[config.mk]
export PLATFORM = sky130hd
export DESIGN_NAME = m68k_bus_bridge_flat
export DESIGN_NICKNAME = d
export VERILOG_FILES = /design/src/rtl/m68k_bus_bridge_if.sv /design/src/rtl/m68k_bus_bridge.sv /design/src/flat_wrapper.sv
export SDC_FILE = /design/constraint.sdc
export NUM_CORES = 1
export LEC_CHECK = 0
export BUFFER_PORTS_ARGS = -buffer_cell sky130_fd_sc_hd__buf_4
export CORE_ASPECT_RATIO = 1.2
export CORE_UTILIZATION = 53
export CTS_BUF_LIST = sky130_fd_sc_hd__clkbuf_8
export CTS_CLUSTER_SIZE = 25
export DETAILED_ROUTE_END_ITERATION = 12
export PLACE_DENSITY = 0.89
export SYNTH_ARGS = -nofsm -noshare
export SYNTH_HDL_FRONTEND = slang
export SYNTH_SLANG_ARGS = --single-unit
[constraint.sdc]
create_clock -name clk -period 3.2 [get_ports clk]
set_input_delay 0.64 -clock clk [delete_from_list [all_inputs] [get_ports clk]]
set_output_delay 0.64 -clock clk [all_outputs]
set_load 0.02 [all_outputs]
[src/rtl/m68k_bus_bridge_if.sv]
// Signal bundle between the MC68000 pins, the bridge and the internal synchronous bus.
// master: bridge side (drives bus_* and the CPU-facing returns); slave: CPU pins and downstream devices.
interface m68k_bus_bridge_if;
    logic        cpu_as_n;
    logic        cpu_uds_n;
    logic        cpu_lds_n;
    logic        cpu_rw;
    logic [22:0] cpu_addr;
    logic [15:0] cpu_data_in;
    logic [15:0] cpu_data_out;
    logic        cpu_data_oe;
    logic        cpu_dtack_n;
    logic        cpu_berr_n;
    logic [23:0] bus_addr;
    logic [15:0] bus_data_write;
    logic [15:0] bus_data_read;
    logic        bus_uds;
    logic        bus_lds;
    logic        bus_rw;
    logic        bus_ack;

    modport master (
        input  cpu_as_n, cpu_uds_n, cpu_lds_n, cpu_rw, cpu_addr, cpu_data_in,
        output cpu_data_out, cpu_data_oe, cpu_dtack_n, cpu_berr_n,
        output bus_addr, bus_data_write, bus_uds, bus_lds, bus_rw,
        input  bus_data_read, bus_ack
    );

    modport slave (
        output cpu_as_n, cpu_uds_n, cpu_lds_n, cpu_rw, cpu_addr, cpu_data_in,
        input  cpu_data_out, cpu_data_oe, cpu_dtack_n, cpu_berr_n,
        input  bus_addr, bus_data_write, bus_uds, bus_lds, bus_rw,
        output bus_data_read, bus_ack
    );
endinterface

[src/rtl/m68k_bus_bridge.sv]
// MC68000 asynchronous bus to internal synchronous bus bridge, one internal cycle per CPU cycle.
// Define M68K_BRIDGE_BERR_EN to add the bus_ack timeout that raises BERR.
module m68k_bus_bridge #(
    parameter int unsigned SYNC_STAGES    = 2,
    parameter int unsigned TIMEOUT_CYCLES = 255,
    parameter int unsigned TO_W           = 8
) (
    input  logic               clk,
    input  logic               reset,
    m68k_bus_bridge_if.master  bif
);

`ifdef M68K_BRIDGE_BERR_EN
    typedef enum logic [1:0] {IDLE, BUS, ACK, ERR} state_t;
`else
    typedef enum logic [1:0] {IDLE, BUS, ACK} state_t;
`endif

    state_t state_q, state_d;

    logic [SYNC_STAGES-1:0] as_sync_q, uds_sync_q, lds_sync_q;
    logic as_s, uds_s, lds_s, ds_s;

    logic [23:0] bus_addr_q, bus_addr_d;
    logic [15:0] bus_data_write_q, bus_data_write_d;
    logic        bus_uds_q, bus_uds_d;
    logic        bus_lds_q, bus_lds_d;
    logic        bus_rw_q, bus_rw_d;
    logic [15:0] cpu_data_out_q, cpu_data_out_d;
    logic        cpu_data_oe_q, cpu_data_oe_d;
    logic        cpu_dtack_n_q, cpu_dtack_n_d;
`ifdef M68K_BRIDGE_BERR_EN
    logic            cpu_berr_n_q, cpu_berr_n_d;
    logic [TO_W-1:0] to_cnt_q, to_cnt_d;
`endif

    always_ff @(posedge clk) begin
        if (reset) begin
            as_sync_q  <= '0;
            uds_sync_q <= '0;
            lds_sync_q <= '0;
        end else begin
            as_sync_q  <= {as_sync_q[SYNC_STAGES-2:0],  ~bif.cpu_as_n};
            uds_sync_q <= {uds_sync_q[SYNC_STAGES-2:0], ~bif.cpu_uds_n};
            lds_sync_q <= {lds_sync_q[SYNC_STAGES-2:0], ~bif.cpu_lds_n};
        end
    end

    assign as_s  = as_sync_q[SYNC_STAGES-1];
    assign uds_s = uds_sync_q[SYNC_STAGES-1];
    assign lds_s = lds_sync_q[SYNC_STAGES-1];
    assign ds_s  = uds_s | lds_s;

    always_comb begin
        state_d          = state_q;
        bus_addr_d       = bus_addr_q;
        bus_data_write_d = bus_data_write_q;
        bus_uds_d        = bus_uds_q;
        bus_lds_d        = bus_lds_q;
        bus_rw_d         = bus_rw_q;
        cpu_data_out_d   = cpu_data_out_q;
        cpu_data_oe_d    = cpu_data_oe_q;
        cpu_dtack_n_d    = cpu_dtack_n_q;
`ifdef M68K_BRIDGE_BERR_EN
        cpu_berr_n_d     = cpu_berr_n_q;
        to_cnt_d         = to_cnt_q;
`endif
        case (state_q)
            IDLE: begin
                // Writes assert AS before DS; wait for both so write data is valid.
                if (as_s && ds_s) begin
                    bus_addr_d       = {bif.cpu_addr, 1'b0};
                    bus_rw_d         = bif.cpu_rw;
                    bus_data_write_d = bif.cpu_data_in;
                    bus_uds_d        = uds_s;
                    bus_lds_d        = lds_s;
`ifdef M68K_BRIDGE_BERR_EN
                    to_cnt_d         = '0;
`endif
                    state_d          = BUS;
                end
            end
            BUS: begin
                // Priority: ack, then abort, then timeout.
                if (bif.bus_ack) begin
                    bus_uds_d     = 1'b0;
                    bus_lds_d     = 1'b0;
                    if (bus_rw_q) cpu_data_out_d = bif.bus_data_read;
                    cpu_dtack_n_d = 1'b0;
                    cpu_data_oe_d = bus_rw_q;
                    state_d       = ACK;
                end else if (!as_s) begin
                    bus_uds_d = 1'b0;
                    bus_lds_d = 1'b0;
                    state_d   = IDLE;
                end
`ifdef M68K_BRIDGE_BERR_EN
                else if (to_cnt_q == TO_W'(TIMEOUT_CYCLES)) begin
                    bus_uds_d    = 1'b0;
                    bus_lds_d    = 1'b0;
                    cpu_berr_n_d = 1'b0;
                    state_d      = ERR;
                end else begin
                    to_cnt_d = to_cnt_q + 1'b1;
                end
`endif
            end
            ACK: begin
                if (!as_s && !ds_s) begin
                    cpu_dtack_n_d = 1'b1;
                    cpu_data_oe_d = 1'b0;
                    state_d       = IDLE;
                end
            end
`ifdef M68K_BRIDGE_BERR_EN
            ERR: begin
                if (!as_s && !ds_s) begin
                    cpu_berr_n_d = 1'b1;
                    state_d      = IDLE;
                end
            end
`endif
            default: state_d = IDLE;
        endcase
    end

    always_ff @(posedge clk) begin
        if (reset) begin
            state_q          <= IDLE;
            bus_addr_q       <= '0;
            bus_data_write_q <= '0;
            bus_uds_q        <= 1'b0;
            bus_lds_q        <= 1'b0;
            bus_rw_q         <= 1'b1;
            cpu_data_out_q   <= '0;
            cpu_data_oe_q    <= 1'b0;
            cpu_dtack_n_q    <= 1'b1;
`ifdef M68K_BRIDGE_BERR_EN
            cpu_berr_n_q     <= 1'b1;
            to_cnt_q         <= '0;
`endif
        end else begin
            state_q          <= state_d;
            bus_addr_q       <= bus_addr_d;
            bus_data_write_q <= bus_data_write_d;
            bus_uds_q        <= bus_uds_d;
            bus_lds_q        <= bus_lds_d;
            bus_rw_q         <= bus_rw_d;
            cpu_data_out_q   <= cpu_data_out_d;
            cpu_data_oe_q    <= cpu_data_oe_d;
            cpu_dtack_n_q    <= cpu_dtack_n_d;
`ifdef M68K_BRIDGE_BERR_EN
            cpu_berr_n_q     <= cpu_berr_n_d;
            to_cnt_q         <= to_cnt_d;
`endif
        end
    end

    assign bif.bus_addr       = bus_addr_q;
    assign bif.bus_data_write = bus_data_write_q;
    assign bif.bus_uds        = bus_uds_q;
    assign bif.bus_lds        = bus_lds_q;
    assign bif.bus_rw         = bus_rw_q;
    assign bif.cpu_data_out   = cpu_data_out_q;
    assign bif.cpu_data_oe    = cpu_data_oe_q;
    assign bif.cpu_dtack_n    = cpu_dtack_n_q;
`ifdef M68K_BRIDGE_BERR_EN
    assign bif.cpu_berr_n     = cpu_berr_n_q;
`else
    assign bif.cpu_berr_n     = 1'b1;
`endif

endmodule
[src/flat_wrapper.sv]
// flat-port wrapper written by rule: the top's interface ports become plain ports
module m68k_bus_bridge_flat 
#(
    parameter int unsigned SYNC_STAGES    = 2,
    parameter int unsigned TIMEOUT_CYCLES = 255,
    parameter int unsigned TO_W           = 8
)
  (clk, reset, bif_cpu_as_n, bif_cpu_uds_n, bif_cpu_lds_n, bif_cpu_rw, bif_cpu_addr, bif_cpu_data_in, bif_cpu_data_out, bif_cpu_data_oe, bif_cpu_dtack_n, bif_cpu_berr_n, bif_bus_addr, bif_bus_data_write, bif_bus_uds, bif_bus_lds, bif_bus_rw, bif_bus_data_read, bif_bus_ack);
  m68k_bus_bridge_if bif_i ();
  input  logic clk;
  input  logic reset;
  input wire logic [$bits(bif_i.cpu_as_n)-1:0] bif_cpu_as_n;
  input wire logic [$bits(bif_i.cpu_uds_n)-1:0] bif_cpu_uds_n;
  input wire logic [$bits(bif_i.cpu_lds_n)-1:0] bif_cpu_lds_n;
  input wire logic [$bits(bif_i.cpu_rw)-1:0] bif_cpu_rw;
  input wire logic [$bits(bif_i.cpu_addr)-1:0] bif_cpu_addr;
  input wire logic [$bits(bif_i.cpu_data_in)-1:0] bif_cpu_data_in;
  output wire logic [$bits(bif_i.cpu_data_out)-1:0] bif_cpu_data_out;
  output wire logic [$bits(bif_i.cpu_data_oe)-1:0] bif_cpu_data_oe;
  output wire logic [$bits(bif_i.cpu_dtack_n)-1:0] bif_cpu_dtack_n;
  output wire logic [$bits(bif_i.cpu_berr_n)-1:0] bif_cpu_berr_n;
  output wire logic [$bits(bif_i.bus_addr)-1:0] bif_bus_addr;
  output wire logic [$bits(bif_i.bus_data_write)-1:0] bif_bus_data_write;
  output wire logic [$bits(bif_i.bus_uds)-1:0] bif_bus_uds;
  output wire logic [$bits(bif_i.bus_lds)-1:0] bif_bus_lds;
  output wire logic [$bits(bif_i.bus_rw)-1:0] bif_bus_rw;
  input wire logic [$bits(bif_i.bus_data_read)-1:0] bif_bus_data_read;
  input wire logic [$bits(bif_i.bus_ack)-1:0] bif_bus_ack;
  assign bif_i.cpu_as_n = bif_cpu_as_n;
  assign bif_i.cpu_uds_n = bif_cpu_uds_n;
  assign bif_i.cpu_lds_n = bif_cpu_lds_n;
  assign bif_i.cpu_rw = bif_cpu_rw;
  assign bif_i.cpu_addr = bif_cpu_addr;
  assign bif_i.cpu_data_in = bif_cpu_data_in;
  assign bif_cpu_data_out = bif_i.cpu_data_out;
  assign bif_cpu_data_oe = bif_i.cpu_data_oe;
  assign bif_cpu_dtack_n = bif_i.cpu_dtack_n;
  assign bif_cpu_berr_n = bif_i.cpu_berr_n;
  assign bif_bus_addr = bif_i.bus_addr;
  assign bif_bus_data_write = bif_i.bus_data_write;
  assign bif_bus_uds = bif_i.bus_uds;
  assign bif_bus_lds = bif_i.bus_lds;
  assign bif_bus_rw = bif_i.bus_rw;
  assign bif_i.bus_data_read = bif_bus_data_read;
  assign bif_i.bus_ack = bif_bus_ack;
  m68k_bus_bridge #(.SYNC_STAGES(SYNC_STAGES), .TIMEOUT_CYCLES(TIMEOUT_CYCLES), .TO_W(TO_W)) u_core (.clk(clk), .reset(reset), .bif(bif_i));
endmodule
-- Word-level counts from Yosys, hierarchy flattened
Index checks and enable logic that the tools add are counted.
Widths: inputs -> output; s select.
- register bits after elaboration: 68
- input port bits: 62
- output and inout port bits: 62
- word-level logic and storage cells: 51
- equality and inequality tests: 6
- mux-type cells: 17
- bitwise logic cells: 4
- reduce and logical (&&, ||, !) cells: 12
- operators by type and width (cell ; number):
    $reduce_and 3->1 ; 4
    $mux 1 ; 8
    $mux 2 ; 4
    $pmux 1 s2 ; 4
    $pmux 2 s3 ; 1
    $ne 2x1->1 const B ; 2
    $reduce_bool 2->1 ; 2
    $ne 3x3->1 const B ; 1
    $not 1->1 ; 3
    $eq 2x1->1 const B ; 1
    $eq 2x2->1 const B ; 1
    $logic_and 1x1->1 ; 2
    $logic_not 1->1 ; 2
    $logic_not 2->1 ; 1
    $ne 2x2->1 const B ; 1
    $reduce_and 2->1 ; 1
    $or 1x1->1 ; 1

-- Depth between registers and ports, before layout
Gate-level depths: netlist of the first run.
- word-level depth: 5
- depth in mapped cells: 6
- mapped depth without buffers: 3

-- Worst setup path before layout of the first run
No wires, ideal clock.
- path kind: input port to flip-flop
- start point: in reset
- end point: reg u_core.bus_lds_q (netlist: u_core.bif.bus_lds)
- setup time: 74 ps
- arrival: 1369 ps
- data required time: 3126 ps
- path slack: 1757 ps
- stages: 5
- cells stage by stage: buf_2 > clkbuf_1 > nor4b_1 > nand2_1 > o21ai_0
- RTL lines (item ; RTL line ; source):
    start: declaration ; flat_wrapper.sv:11 ; input logic reset;
    end signal: assignment ; m68k_bus_bridge.sv:147 ; bus_lds_q <= bus_lds_d;
    end: declaration ; m68k_bus_bridge.sv:27 ; logic bus_lds_q, bus_lds_d;

-- Final worst setup path of the first run
- start point: reg u_core.as_sync_q[1]
- end point: reg u_core.bus_data_write_q[8] (netlist: u_core.bif.bus_data_write[8])
- word-level cells in the longest chain between the ends: 2
- ends and longest elaborated chain (item ; RTL line ; source):
    start: declaration ; m68k_bus_bridge.sv:21 ; logic [SYNC_STAGES-1:0] as_sync_q, uds_sync_q, lds_sync_q;
    start signal: assignment ; m68k_bus_bridge.sv:43 ; as_sync_q <= {as_sync_q[SYNC_STAGES-2:0], ~bif.cpu_as_n};
    $logic_and 1x1->1 ; m68k_bus_bridge.sv:71 ; if (as_s && ds_s) begin
    $reduce_and 2->1 (no source line) ; -- ;
    end signal: assignment ; m68k_bus_bridge.sv:145 ; bus_data_write_q <= bus_data_write_d;
    end: declaration ; m68k_bus_bridge.sv:25 ; logic [15:0] bus_data_write_q, bus_data_write_d;
Every way passes these cells.
A chain may end at the register's enable or synchronous reset.

==> impl_metrics.yaml, run 1 <==
clocking:
  tritoncts: "yes"
  cts_setup_buffers: 0
  cts_resized: 0
  clockBufferDepth: 2
  clk_pin_slew_ps: 60
  postCtsHoldBufs: 0
  numCtsBuffers: 9
  cts_sinks: 68
  clock-root-buffer: "clkbuf_8"
  htree_num_levels: 3
  insertion_delay_ps: 340
sta:
  finalMaxSlewViolations: 0
  slew-limit-headroom_pct: 46.6
  skew_ps: 10.2
  setup_viol: 0
  tightest_slew_ps: 798
  clock.fmax_mhz: 551
  final.min_clock_period_ps: 1810
  fin_crit_sh_pct: 56.7
  tns_ps: 0
  hold_viol_final: 0
  rsz0062_at_grt: "false"
final_layout:
  area_growth_syn_to_layout_pct: 38.6
  fin_cells: 470
  n_antenna_cell: 0
  drive_gt1_share_pct: 34.1
  design_area_um2: 3930
  nNetsFinal: 467
synthesis:
  synth_cell_types: 28
  ys.flop_type: "dfxtp_1"
  synth.top_cell.area_share_pct: 48.1
  synth_area_um2: 2830
  synth_warnings: 0
  syn-mean-instance-area_um2: 9.64
  syn_inst: 294
  synth_largest_area_cell: "dfxtp_1"
  synth_area_leaders: "dfxtp_1 48%, nand2b_1 18%, mux2i_1 14%"
  yosysMostFrequentCell: "nand2b_1"
  ys_seq_area_share_pct: 48.1
  syn_nets: 356
  yosys_register_bits: 68
  synth_common_cells: "81 x nand2b_1, 68 x dfxtp_1, 40 x mux2i_1, 35 x nand2_1, 18 x a21oi_1"
  synth_edf_count: 0
  ys_async_sr_fraction_pct: 0
power_and_ir_drop:
  ir_drop_v: 0.000473
  internal-power_mw: 1.46
  swShare_pct: 20.4
  combPwrFrac_pct: 8.2
  p_per_area_nw_per_um2: 466
  p_clk_share_pct: 44.5
  p_leak_nw: 1.63
  p_seq_share_pct: 47.3
  p_sw_uw: 372
floorplan:
  fp-row-count: 28
  start_util_pct: 56.2
  io_pins: 124
  coreArea_um2: 5040
  dieArea_um2: 5640
  fp.dieW_um: 68.7
  die_y_um: 82.1
setup_path:
  cp.arrival_ps: 2070
  crit_start: "u_core.as_sync_q[1]"
  start_kind: "flip-flop"
  critical_path.cell_chain: "nand2b_1, nor3_4, buf_12, mux2i_1"
  max_stage_delay_ps: 630
  cp_data_required_time_ps: 3460
  ff2ff_path_depth: 4
  r2r_start: "u_core.as_sync_q[1]"
  path_max_fanout: 28
  path_class: "reg -> reg"
  cp_slowest_cell: "nor3_4"
  end_kind: "flip-flop"
outcome:
  status: "finished clean"
grt:
  grt_pass1_wl_um: 8940
  grt_max_degree: 110
  overflow: 0
  track_usage_pct: 21.6
  grt_pass1_vias: 2133
  antenna_found_initial: 0
hold_path:
  min_delay_path_depth: 1
  min_from: "u_core.uds_sync_q[0]"
  min_path_type: "reg -> reg"
job:
  cap_violations: 0
place:
  placed_cells: 454
  dp_hpwl_um: 4100
  placed_cell_area_um2: 3690
  gp_congestion: 0.737
  port_buffers: 121
detailed_routing:
  vias: 2331
  drc: 0
  routedWlPerCell_um: 13.0
  ant_nets: 0
  dr.pass1.iters: 4
  drt-vias-per-instance: 4.96
  drtIter0Drc: 123
  finalWirelength_um: 6120
==> per-stage QoR <==
step	power, mW	setup slack [ps]	hold slack [ps]	util (%)
floorplan	0.959	1760	414	-
global placement	1.03	1450	429	73.2
detailed placement	1.03	1380	427	73.2
CTS	1.84	1360	440	77.8
global route	1.90	1220	440	77.8
finish	1.83	1390	438	77.8
==> path summary, 6_finish.rpt <==
check | to | slack (ps)
min reg2reg | u_core.uds_sync_q[1] | 440
max reg2reg | u_core.bif.bus_data_write[8] | 1390
min | u_core.uds_sync_q[1] | 440
max | u_core.bif.bus_data_write[8] | 1390
==> kinds of logic after synthesis <==
logic type | Yosys count | synth area share, %
AND/OR/NAND/NOR | 135 | 27.4
multiplexers | 40 | 14.1
other | 2 | 0.265
AO/OA/AOI/OAI | 25 | 4.86
buffers and inverters | 24 | 5.26
flip-flops | 68 | 48.1
==> power groups by stage <==
stage	clock (mW)	combinational (mW)	sequential [mW]
floorplan	0	0.0664	0.893
detailed placement	0	0.149	0.884
CTS	0.827	0.150	0.865
finish	0.814	0.150	0.865
global route	0.871	0.162	0.866
global placement	0	0.147	0.884
==> critical path, delay by kind of cell (launching register included) <==
kind	cells	cell delay, ps
AND/OR/NAND/NOR	2	770
buffers and inverters	1	310
multiplexers	1	220
flip-flops	1	430
==> state kept, by name, summed over array words and instances (netlist names) <==
name                       count
u_core.lds_sync_q              2
u_core.bif.bus_rw              1
u_core.bif.bus_data_write     16
u_core.bif.bus_uds             1
u_core.state_q                 2
u_core.uds_sync_q              2
u_core.bif.bus_addr           23
u_core.bif.cpu_data_oe         1
u_core.as_sync_q               2
u_core.bif.cpu_data_out       16
u_core.bif.cpu_dtack_n         1
u_core.bif.bus_lds             1
==> metal layers <==
metal / vias up / GRT usage, % / part of all wire [%] / wire, um
met5: - / 0 / 0 / 0
li1: 1169 / - / - / -
met4: 0 / 7.14 / 0.87 / 53
met1: 1058 / 21.8 / 40 / 2430
met2: 98 / 38.6 / 49 / 2990
met3: 6 / 10.1 / 11 / 648
==> layout make-up <==
class / count / area, um^2
fill: 360 / 1120
inverter: 2 / 7.51
multi-input combinational: 202 / 1320
tap: 60 / 75.1
timing repair buffer: 122 / 928
clock buffer: 9 / 124
clock inverter: 7 / 108
sequential: 68 / 1360
==> cells in the final DEF (no fill, tap or decap), drive strengths merged, types with 2 or more instances in the layout <==
cell type / synthesis / final
nor3: 2 / 2
dfxtp: 68 / 68
a21oi: 18 / 18
conb: 2 / 2
nor2: 7 / 7
nand2: 35 / 35
nand2b: 81 / 81
o21ai: 3 / 3
clkinv: 0 / 2
bufinv: 0 / 3
buf: 12 / 122
inv: 2 / 4
mux2i: 40 / 40
clkbuf: 10 / 9
nor2b: 3 / 3
(Power assumes the default switching activity.)
==> run 2: changes to the inputs <==
--- a/config.mk
+++ b/config.mk
@@ -5,13 +5,14 @@
 export SDC_FILE = /design/constraint.sdc
 export NUM_CORES = 1
 export LEC_CHECK = 0
+export ABC_AREA = 1
 export BUFFER_PORTS_ARGS = -buffer_cell sky130_fd_sc_hd__buf_4
 export CORE_ASPECT_RATIO = 1.2
-export CORE_UTILIZATION = 53
+export CORE_UTILIZATION = 47
 export CTS_BUF_LIST = sky130_fd_sc_hd__clkbuf_8
 export CTS_CLUSTER_SIZE = 25
 export DETAILED_ROUTE_END_ITERATION = 12
-export PLACE_DENSITY = 0.89
+export PLACE_DENSITY = 0.83
 export SYNTH_ARGS = -nofsm -noshare
 export SYNTH_HDL_FRONTEND = slang
 export SYNTH_SLANG_ARGS = --single-unit
==> constraint.sdc (replaced) <==
create_clock -name clk -period 1.8 [get_ports clk]
set_input_delay 0.36 -clock clk [delete_from_list [all_inputs] [get_ports clk]]
set_output_delay 0.36 -clock clk [all_outputs]
set_load 0.02 [all_outputs]
==> run 2 against run 1 <==
  * Maximum frequency up 25%
  * Clock skew down 6.2 ps
  * Sequential power up 78%
  * Critical path depth grew 2
  * Setup slack got worse by 1000 ps
  * Largest power group unchanged
  * Worst hold slack worse by 260 ps
  * Global-route usage grew 0.64 points
==> impl_metrics.yaml, run 2 <==
outcome:
  status: "finished clean"
synthesis:
  synth_largest_area_cell: "dfxtp_1"
  yosys_register_bits: 68
  synth_common_cells: "104 x nand2_1, 68 x dfxtp_1, 59 x a21oi_1, 22 x nand3_1, 11 x nor2_1"
  yosysMostFrequentCell: "nand2_1"
  synth_area_um2: 2430
  synth.top_cell.area_share_pct: 55.9
  synth_edf_count: 0
  synth_cell_types: 19
  ys_async_sr_fraction_pct: 0
  syn_nets: 366
  synth_warnings: 0
  synth_area_leaders: "dfxtp_1 56%, nand2_1 16%, a21oi_1 12%"
  syn-mean-instance-area_um2: 8.01
  syn_inst: 304
  ys_seq_area_share_pct: 55.9
  ys.flop_type: "dfxtp_1"
floorplan:
  dieArea_um2: 5470
  io_pins: 124
  coreArea_um2: 4940
  start_util_pct: 49.3
  fp-row-count: 28
  die_y_um: 80.8
  fp.dieW_um: 67.7
detailed_routing:
  finalWirelength_um: 5850
  dr.pass1.iters: 5
  drtIter0Drc: 111
  routedWlPerCell_um: 12.1
  drt-vias-per-instance: 4.83
  vias: 2337
  drc: 0
  ant_nets: 0
job:
  cap_violations: 0
clocking:
  clk_pin_slew_ps: 60
  cts_setup_buffers: 0
  insertion_delay_ps: 330
  numCtsBuffers: 9
  tritoncts: "yes"
  htree_num_levels: 3
  cts_resized: 0
  clock-root-buffer: "clkbuf_8"
  clockBufferDepth: 2
  cts_sinks: 68
  postCtsHoldBufs: 0
setup_path:
  path_max_fanout: 31
  cp.arrival_ps: 1700
  cp_data_required_time_ps: 2050
  start_kind: "flip-flop"
  path_class: "reg -> reg"
  max_stage_delay_ps: 330
  end_kind: "flip-flop"
  ff2ff_path_depth: 6
  critical_path.cell_chain: "nor2_1, nand3_2, inv_2, buf_12, nand2_1, a21oi_1"
  cp_slowest_cell: "dfxtp_1"
grt:
  grt_pass1_wl_um: 9160
  antenna_found_initial: 0
  track_usage_pct: 22.3
  grt_pass1_vias: 2168
  overflow: 0
  grt_max_degree: 38
final_layout:
  area_growth_syn_to_layout_pct: 45.6
  final_cell_mix: "123 x buf_4, 104 x nand2_1, 68 x dfxtp_1"
  fin_cells: 484
  n_antenna_cell: 0
  largest_register_ffs: 23
  layout_commonest_cell: "buf_4"
  design_area_um2: 3540
  drive_gt1_share_pct: 33.7
  nNetsFinal: 481
sta:
  hold_viol_final: 0
  fin_crit_sh_pct: 80.6
  rsz0062_at_grt: "false"
  skew_ps: 4.05
  final.min_clock_period_ps: 1450
  finalMaxSlewViolations: 0
  clock.fmax_mhz: 689
  setup_viol: 0
  tns_ps: 0
power_and_ir_drop:
  internal-power_mw: 2.35
  ir_drop_v: 0.000830
  p_sw_uw: 620
  swShare_pct: 20.9
  p_clk_share_pct: 40.4
  p_seq_share_pct: 51.9
  p_leak_nw: 1.56
  combPwrFrac_pct: 7.7
  p_per_area_nw_per_um2: 837
place:
  placed_cells: 468
  port_buffers: 121
  dp_hpwl_um: 4220
  gp_congestion: 0.822
  placed_cell_area_um2: 3350
hold_path:
  min_path_type: "in -> reg"
  min_delay_path_depth: 2
run 2: changes by cell type after synthesis, sizes merged, moves of 5 or more:
cell	before	now
nand3	0	23
inv	2	11
buf	12	18
nor2	7	12
a21oi	18	60
nand2	35	106
nand2b	81	0
mux2i	40	0
clkbuf	10	3
run 2: final cells by class:
type	instances	area (um^2)
clock buffers	11	151
multi-input cells	204	906
flip-flops and latches	68	1360
repair buffers	125	963
inverters	11	41.3
well taps	60	75.1
clock inverters	5	45.0
fillers	397	1400
run 2: logic make-up (layout without fill, tap and decap cells):
family	Yosys count	count (layout)	share of synthesized area (%)
other	2	2	0.309
AO/OA/AOI/OAI	61	61	12.7
flip-flops	68	68	55.9
AND/OR/NAND/NOR	141	141	24.2
buffers and inverters	32	152	6.84
run 2: worst max-delay path: cells and delay by family (launching register included):
family | cells | cell delay, ps
simple gates | 3 | 440
buf+inv | 2 | 440
flops | 1 | 330
compound gates | 1 | 150
run 2: power groups by stage:
stage / clock (mW) / sequential [mW] / combinational, mW
after detailed placement: 0 / 1.57 / 0.229
after CTS: 1.24 / 1.54 / 0.230
after global placement: 0 / 1.57 / 0.227
after floorplan: 0 / 1.59 / 0.0724
after global routing: 1.31 / 1.54 / 0.248
final: 1.20 / 1.54 / 0.228
run 2: metrics by stage:
step / util [%] / worst slack (ps) / total power, mW / hold WS, ps
final: 71.7 / 349 / 2.97 / 180
after global routing: 71.7 / 201 / 3.10 / 162
after CTS: 71.7 / 346 / 3.01 / 155
after detailed placement: 67.8 / 352 / 1.80 / 397
after global placement: 67.8 / 456 / 1.80 / 398
after floorplan: - / 683 / 1.66 / 388
run 2: worst paths after layout:
check,from,end,slack (ps)
max,u_core.state_q[0],u_core.bif.bus_addr[18],350
min,bif_cpu_lds_n,u_core.lds_sync_q[0],180
max reg2reg,u_core.state_q[0],u_core.bif.bus_addr[18],350
min reg2reg,u_core.as_sync_q[0],u_core.as_sync_q[1],400
run 2: metal layers:
layer,share of wire [%],GRT usage [%]
met5,0,0
met3,8.0,8.01
met1,39,24.0
met4,1.7,8.72
met2,51,38.8
==> run 3: changes to the inputs <==
==> constraint.sdc (replaced) <==
create_clock -name clk -period 1.4 [get_ports clk]
set_input_delay 0.28 -clock clk [delete_from_list [all_inputs] [get_ports clk]]
set_output_delay 0.28 -clock clk [all_outputs]
set_load 0.02 [all_outputs]
==> run 3 against run 2 <==
  * Critical path type is now reg -> out
  * Non-clock buffer count rose by 4
  * Combinational power up 30%
  * Sequential share of layout area is 0.21 points lower
  * Clock skew grew 1.3 ps
  * Setup slack worse by 210 ps
  * Sequential power increased by 29%
  * Largest power group unchanged
==> impl_metrics.yaml, run 3 (same netlist as run 2, synthesis figures left out) <==
sta:
  tns_ps: 0
  fin_crit_sh_pct: 90.0
  finalMaxSlewViolations: 0
  final.min_clock_period_ps: 1260
  skew_ps: 5.33
  hold_viol_final: 0
  setup_viol: 0
  rsz0062_at_grt: "false"
  timing.hold.ws_ps: 108
  clock.fmax_mhz: 794
clocking:
  postCtsHoldBufs: 0
  cts_sinks: 68
  clock-root-buffer: "clkbuf_8"
  tritoncts: "yes"
  htree_num_levels: 3
  clk_pin_slew_ps: 60
  numCtsBuffers: 9
  cts_setup_buffers: 0
  insertion_delay_ps: 320
  clockBufferDepth: 2
place:
  placed_cells: 472
  gp_congestion: 0.743
  dp_hpwl_um: 4370
  port_buffers: 121
  placed_cell_area_um2: 3360
setup_path:
  cp_slowest_cell: "dfxtp_2"
  cp_top_family: "flip-flops"
  r2r_start: "u_core.state_q[0]"
  crit_start: "u_core.bif.bus_rw"
  start_kind: "flip-flop"
  r2r-end: "u_core.bif.cpu_data_out[3]"
  ff2ff_path_depth: 5
  end_kind: "output port"
  critical_path.cell_chain: "buf_4"
  crit_buf_inv: 1
  cp.arrival_ps: 980
  cp_data_required_time_ps: 1120
  path_max_fanout: 11
  path_class: "reg -> out"
  worst-r2r-setup-slack_ps: 150
  max_stage_delay_ps: 470
outcome:
  status: "finished clean"
power_and_ir_drop:
  ir_drop_v: 0.000805
  p_leak_nw: 1.57
  p_per_area_nw_per_um2: 1070
hold_path:
  hold_path_end: "u_core.as_sync_q[0]"
  min_from: "bif_cpu_as_n"
  min_path_type: "in -> reg"
  min_delay_path_depth: 2
final_layout:
  final_cell_mix: "128 x buf_4, 104 x nand2_1, 67 x dfxtp_1"
  nNetsFinal: 485
  area_growth_syn_to_layout_pct: 46.5
  layout_commonest_cell: "buf_4"
  drive_gt1_share_pct: 35.0
  fin_cells: 488
  n_antenna_cell: 0
  largest_register_ffs: 23
  fin_util_pct: 72.2
  design_area_um2: 3570
detailed_routing:
  drc: 0
  finalWirelength_um: 6030
  drt-vias-per-instance: 4.85
  routedWlPerCell_um: 12.4
  drtIter0Drc: 117
  vias: 2366
  ant_nets: 0
  dr.pass1.iters: 4
grt:
  met2_usage_pct: 39.2
  track_usage_pct: 22.1
  top_usage_layer: "met2"
  antenna_found_initial: 0
  globalRouteMet3Util_pct: 7.16
  overflow: 0
  grt_pass1_wl_um: 9120
  grt_max_degree: 29
  grtUsageMet1_pct: 24.0
  grt_pass1_vias: 2163
floorplan:
  die_y_um: 80.8
  io_pins: 124
  fp-row-count: 28
  coreArea_um2: 4940
  dieArea_um2: 5470
  start_util_pct: 49.3
  fp.dieW_um: 67.7
job:
  cap_violations: 0
[run 3: where the power goes]
part           switching, mW  total, mW  leakage (nW)  internal (mW)
Sequential            0.0167       1.98         0.549           1.96
Combinational          0.134      0.297         0.910          0.163
Clock                  0.654       1.53         0.111          0.874
[run 3: per-layer routing]
| layer | wire length (um) | vias up |
|---|---|---|
| li1 | - | 1211 |
| met1 | 2490 | 1073 |
| met2 | 3010 | 76 |
| met3 | 466 | 6 |
| met4 | 55 | 0 |
| met5 | 0 | - |
[run 3: cell type report]
cell class	count	area (um^2)
multi-input cells	204	906
fillers	407	1370
flip-flops and latches	68	1360
well taps	60	75.1
clock buffers	14	193
clock inverters	2	7.51
repair buffers	129	981
inverters	11	41.3
[run 3: how the worst max path moves through the flow]
stage | to | slack [ps] | cells after the start
6_report | bif_bus_rw | 140 | 1
5_1_grt | u_core.bif.bus_addr[21] | 8 | 7
4_1_cts | bif_bus_rw | 130 | 1
3_5_place_dp | u_core.bif.cpu_data_out[3] | 140 | 6
3_3_place_gp | u_core.bif.bus_data_write[11] | 210 | 7
2_1_floorplan | u_core.bif.cpu_data_out[0] | 280 | 4
[run 3: through the flow]
stage | setup WS [ps] | power, mW
finish | 140 | 3.81
global route | 7.95 | 3.96
CTS | 130 | 3.84
detailed placement | 142 | 2.32
global placement | 213 | 2.32
floorplan | 283 | 2.14
[run 3: timing repair]
action / 4_1_cts / 5_1_grt
gates resized for setup: 1 / 0
endpoints found under the setup margin: 1 / 0
hold endpoints to repair: 0 / 0
